File: src/rtl/apb_slave_mem.sv
// APB completer backed by a byte-wide register-file memory, with PSLVERR on out-of-range addresses.
// Define APB_SLV_WAIT_EN to insert WAIT_CYCLES wait states per transfer (default: zero-wait).
module apb_slave_mem #(
  parameter int unsigned ADDR_WIDTH  = 8,
  parameter int unsigned DATA_WIDTH  = 8,
  parameter int unsigned DEPTH       = 64,
  parameter int unsigned WAIT_CYCLES = 2
) (
  input  logic                  PCLK,
  input  logic                  PRESETn,
  input  logic                  PSEL,
  input  logic                  PENABLE,
  input  logic                  PWRITE,
  input  logic [ADDR_WIDTH-1:0] PADDR,
  input  logic [DATA_WIDTH-1:0] PWDATA,
  output logic [DATA_WIDTH-1:0] PRDATA,
  output logic                  PREADY,
  output logic                  PSLVERR
);

  localparam int unsigned IdxW = (DEPTH > 1) ? $clog2(DEPTH) : 1;
  // One extra bit so DEPTH == 2**ADDR_WIDTH still compares correctly.
  localparam logic [ADDR_WIDTH:0] DepthW = (ADDR_WIDTH + 1)'(DEPTH);

  typedef enum logic [0:0] {StIdle, StAccess} state_e;

  state_e                  state_q, state_d;
  logic [ADDR_WIDTH-1:0]   addr_q, addr_d;
  logic                    write_q, write_d;
  logic                    ready_q, ready_d;
  logic                    slverr_q, slverr_d;
  logic [DATA_WIDTH-1:0]   rdata_q, rdata_d;
  logic [DATA_WIDTH-1:0]   mem_q [DEPTH];
  logic                    mem_we;

  logic                    setup_err, access_err;
  logic [IdxW-1:0]         setup_idx, access_idx;

  assign setup_err  = ({1'b0, PADDR} >= DepthW);
  assign access_err = ({1'b0, addr_q} >= DepthW);
  assign setup_idx  = PADDR[IdxW-1:0];
  assign access_idx = addr_q[IdxW-1:0];

`ifdef APB_SLV_WAIT_EN
  localparam int unsigned   CntW     = (WAIT_CYCLES > 0) ? $clog2(WAIT_CYCLES + 1) : 1;
  localparam logic [CntW-1:0] CntInit = CntW'(WAIT_CYCLES);
  localparam bit            ZeroWait = (WAIT_CYCLES == 0);

  logic [CntW-1:0] cnt_q, cnt_d;

  always_ff @(posedge PCLK or negedge PRESETn) begin
    if (!PRESETn) cnt_q <= '0;
    else          cnt_q <= cnt_d;
  end
`else
  localparam bit ZeroWait = 1'b1;

  logic unused_wait_cycles;
  assign unused_wait_cycles = ^WAIT_CYCLES;
`endif

  always_comb begin
    state_d  = state_q;
    addr_d   = addr_q;
    write_d  = write_q;
    ready_d  = ready_q;
    slverr_d = slverr_q;
    rdata_d  = rdata_q;
    mem_we   = 1'b0;
`ifdef APB_SLV_WAIT_EN
    cnt_d    = cnt_q;
`endif
    unique case (state_q)
      StIdle: begin
        if (PSEL && !PENABLE) begin
          state_d = StAccess;
          addr_d  = PADDR;
          write_d = PWRITE;
          if (ZeroWait) begin
            ready_d  = 1'b1;
            slverr_d = setup_err;
            if (!PWRITE) rdata_d = setup_err ? '0 : mem_q[setup_idx];
          end else begin
            ready_d = 1'b0;
`ifdef APB_SLV_WAIT_EN
            cnt_d   = CntInit;
`endif
          end
        end
      end
      StAccess: begin
        if (!PSEL) begin
          // Master abandoned the transfer: drop it without touching memory.
          state_d  = StIdle;
          ready_d  = 1'b0;
          slverr_d = 1'b0;
`ifdef APB_SLV_WAIT_EN
          cnt_d    = '0;
`endif
        end else if (PENABLE && ready_q) begin
          mem_we   = write_q && !access_err;
          ready_d  = 1'b0;
          slverr_d = 1'b0;
          state_d  = StIdle;
        end
`ifdef APB_SLV_WAIT_EN
        else if (PENABLE) begin
          cnt_d = cnt_q - CntW'(1);
          if (cnt_q == CntW'(1)) begin
            ready_d  = 1'b1;
            slverr_d = access_err;
            if (!write_q) rdata_d = access_err ? '0 : mem_q[access_idx];
          end
        end
`endif
      end
      default: state_d = StIdle;
    endcase
  end

  always_ff @(posedge PCLK or negedge PRESETn) begin
    if (!PRESETn) begin
      state_q  <= StIdle;
      addr_q   <= '0;
      write_q  <= 1'b0;
      ready_q  <= 1'b0;
      slverr_q <= 1'b0;
      rdata_q  <= '0;
    end else begin
      state_q  <= state_d;
      addr_q   <= addr_d;
      write_q  <= write_d;
      ready_q  <= ready_d;
      slverr_q <= slverr_d;
      rdata_q  <= rdata_d;
    end
  end

  always_ff @(posedge PCLK or negedge PRESETn) begin
    if (!PRESETn) begin
      for (int unsigned i = 0; i < DEPTH; i++) mem_q[i] <= '0;
    end else if (mem_we) begin
      mem_q[access_idx] <= PWDATA;
    end
  end

  assign PRDATA  = rdata_q;
  assign PREADY  = ready_q;
  assign PSLVERR = slverr_q;

endmodule

File: config.mk
export PLATFORM = sky130hd
export DESIGN_NAME = apb_slave_mem
export DESIGN_NICKNAME = d
export VERILOG_FILES = /design/src/rtl/apb_slave_mem.sv
export SDC_FILE = /design/constraint.sdc
export NUM_CORES = 1
export LEC_CHECK = 0
export ABC_AREA = 1
export CAP_MARGIN = 5
export CORE_ASPECT_RATIO = 1.2
export CORE_MARGIN = 5
export CORE_UTILIZATION = 56
export DETAILED_ROUTE_END_ITERATION = 7
export PLACE_DENSITY = 0.75
export SYNTH_ARGS = -nofsm -noshare
export SYNTH_HDL_FRONTEND = slang
export SYNTH_SLANG_ARGS = --single-unit
File: constraint.sdc
create_clock -name PCLK -period 1.6 [get_ports PCLK]
set_input_delay 0.32 -clock PCLK [delete_from_list [all_inputs] [get_ports PCLK]]
set_output_delay 0.32 -clock PCLK [all_outputs]
set_load 0.1 [all_outputs]
==> run metrics <==
core area=42,990 µm²; Setup Crit Path Kind=reg2reg; Synth Net Count=3,088; top post-synthesis cells by area=dfrtp_1 (55%), nand2_1 (19%), o21ai_0 (10%); status=complete, but fails checks; Yosys reg bits=532; family with the most delay on the worst path=buffers and inverters; async set-reset flop share out of synthesis=1.000; drt first-iter violations=2,530; largest net degree at the start of global routing=66; first-pass GRT wire length=118,800 µm; syn_area_per_cell=7.958 µm²; Most common cell on crit path=buf_12; Synth-to-Final Area Change=26.32%; ys flop type=dfrtp_1; RSZ-0062 raised after global routing=yes; routed wire length=77,910 µm; Comb pwr share=0.116; die width=200.6 µm; switching pwr=0.008180 W; Pleak=13.73 nW; Post-DP HPWL=46,900 µm; total CTS buffers=53; Final Net Count=3,192; vias in the first global route=22,010; initial core utilization=0.5677; layout cells sized above 1=0.1801; initial antenna violation count=1; post-route insts no fill=3,767; final period utilization=1.132; drt via density=6.088; PD cells=1027 nW/µm²; Ys Warns=0; # clock sinks=532; sequential share of power=0.440; GRT Total Usage=0.3075; most frequent cell after synthesis=nand2_1; H-Tree Depth=2; grt total ovfl=0; worst-skew pair later-pin latency=0.61 ns; Setup WS pre-CTS=-0.6632 ns; max-slew violations=0; Clk network pwr share=0.444; Worst VDD drop=0.8525 mV; Worst Path Max Fanout=9; critical path required time=2.07 ns; routability congestion estimate=0.9438; cell breakdown of the critical path=nor3_2, nand4_1, buf_6, clkinv_8, buf_12, buf_16, buf_12, nand2_8, nand2_1, o21ai_0; Synth Cell Area=24,410 µm²; type of the worst min-delay path=in2async; antenna violation net count after detailed routing=0; Synth top cells by count=nand2_1 (1,242), dfrtp_1 (532), o21ai_0 (500); # rows=83; CP endpoint kind=register; DR pass1 iterations=7; Inst Count DP=3,620; IO Pins=31; Yosys cell types=24; switching share of power=0.2583; post-DR wirelength/cell=20.68 µm; WP data arrival=2.29 ns; Final min period=1.812 ns; worst slew pin tran=0.4815 ns; sequential area share after synthesis=0.5454; worst path bufs/invs=5; Max clock buf depth=3; Worst path slowest cell=dfrtp_1; Max-Cap Viols=0; synthesized instance count=3,067; Max-slew headroom=0.6790; fmax=0.5520 GHz; max incr delay on CP=0.39 ns; top-area cell type share of the netlist area=0.5454; CTS root buf=clkbuf_16; clk slew on worst S/H paths=0.07 ns; vias post-DR=22,930; Hold WS=0.1946 ns; internal power=0.02349 W; die area=47,880 µm²; failing checks=negative setup slack; Post-synth EDFFs=0; setup ws final=-0.2116 ns; Diodes inserted=0; final setup skew=0.01817 ns; Setup Viol. Count Final=513; PortBufs=30; TritonCTS clock tree=yes; Worst setup SP type=register; Yosys top cell by area=dfrtp_1; die outline height=238.7 µm; Post-route DRC=0; count of final hold-check violations=0
==> cell families after synthesis <==
group,count (synthesis),share of synthesized area
simple gates,1745,0.2995
flops,532,0.5454
compound gates,522,0.1083
buf+inv,268,0.04675
==> worst reg2reg max path, delay by kind of cell (launching register included) <==
family | cells | cell delay (ns)
flip-flops | 1 | 0.39
AO/OA/AOI/OAI | 1 | 0.08
buffers and inverters | 5 | 0.73
AND/OR/NAND/NOR | 4 | 0.46
==> layout by cell type (no fill, tap or decap), drive strengths merged <==
cell / instances
clkinvlp: 4
nand4: 25
nand3: 436
dfrtp: 532
o21ai: 521
nand2: 1259
nor4: 1
nor3: 9
clkinv: 13
dlygate4sd3: 1
bufinv: 12
clkbuf: 78
a21oi: 1
nor2: 30
inv: 35
clkdlybuf4s50: 16
buf: 242
==> path summary, 6_finish.rpt <==
check / start / end / slack (ns) / depth (start not counted)
min: PRESETn / mem_q[426] / 0.19 / 2
min in group PCLK: PADDR[0] / addr_q[0] / 0.23 / 4
max: addr_q[6] / mem_q[359] / -0.21 / 10
max in group asynchronous: PRESETn / PREADY / 0.60 / 3
max reg2reg: addr_q[6] / mem_q[359] / -0.21 / 10
min reg2reg: mem_q[225] / mem_q[225] / 0.48 / 2
==> routing by layer <==
layer	track usage	share of wire	wire length (µm)
met3	0.05034	0.087	6806
met1	0.3902	0.37	28740
met4	0.1725	0.057	4443
met2	0.5078	0.49	37900
met5	0	0.00022	17
==> area by class of cell <==
class	count	area (µm²)
Sequential cell	532	13320
Tap cell	552	690.7
Timing Repair Buffer	266	3447
Clock inverter	28	469.2
Inverter	36	160.2
Multi-Input combinational cell	2282	11230
Fill cell	3038	12160
Clock buffer	71	1516
==> metrics by stage <==
stage                       util  TNS, ns  power, W  cell area [µm²]
after CTS                 0.6925   -51.76   0.03157            29770
after floorplan                -   -81.15   0.01571            24500
final                     0.7171   -59.65   0.03167            30830
after detailed placement  0.6263  -259.13   0.01744            26930
after global placement    0.6263  -258.62   0.01738            26930
after global routing      0.7171  -110.24   0.03261            30830
==> power by group through the flow <==
stage	Combinational [W]	Clock, W	Sequential [W]
after floorplan	0.00138	0	0.0143
after global placement	0.00323	0	0.0141
after detailed placement	0.00329	0	0.0142
after CTS	0.00345	0.0142	0.0139
after global routing	0.00389	0.0148	0.0139
final	0.00367	0.0141	0.0139
==> sequential cells by signal (all words and copies together) (netlist names) <==
register  count
PRDATA        8
write_q       1
mem_q       512
state_q       1
addr_q        8
PSLVERR       1
PREADY        1
==> timing repair <==
action	in CTS	in global routing
setup endpoints to repair	513	521
hold buffers	1	0
hold endpoints to repair	314	0
pin swaps	13	18
setup buffers	13	7
cloned	10	18
resized for setup	168	327
No activity file was read; power rests on OpenSTA's default activity.
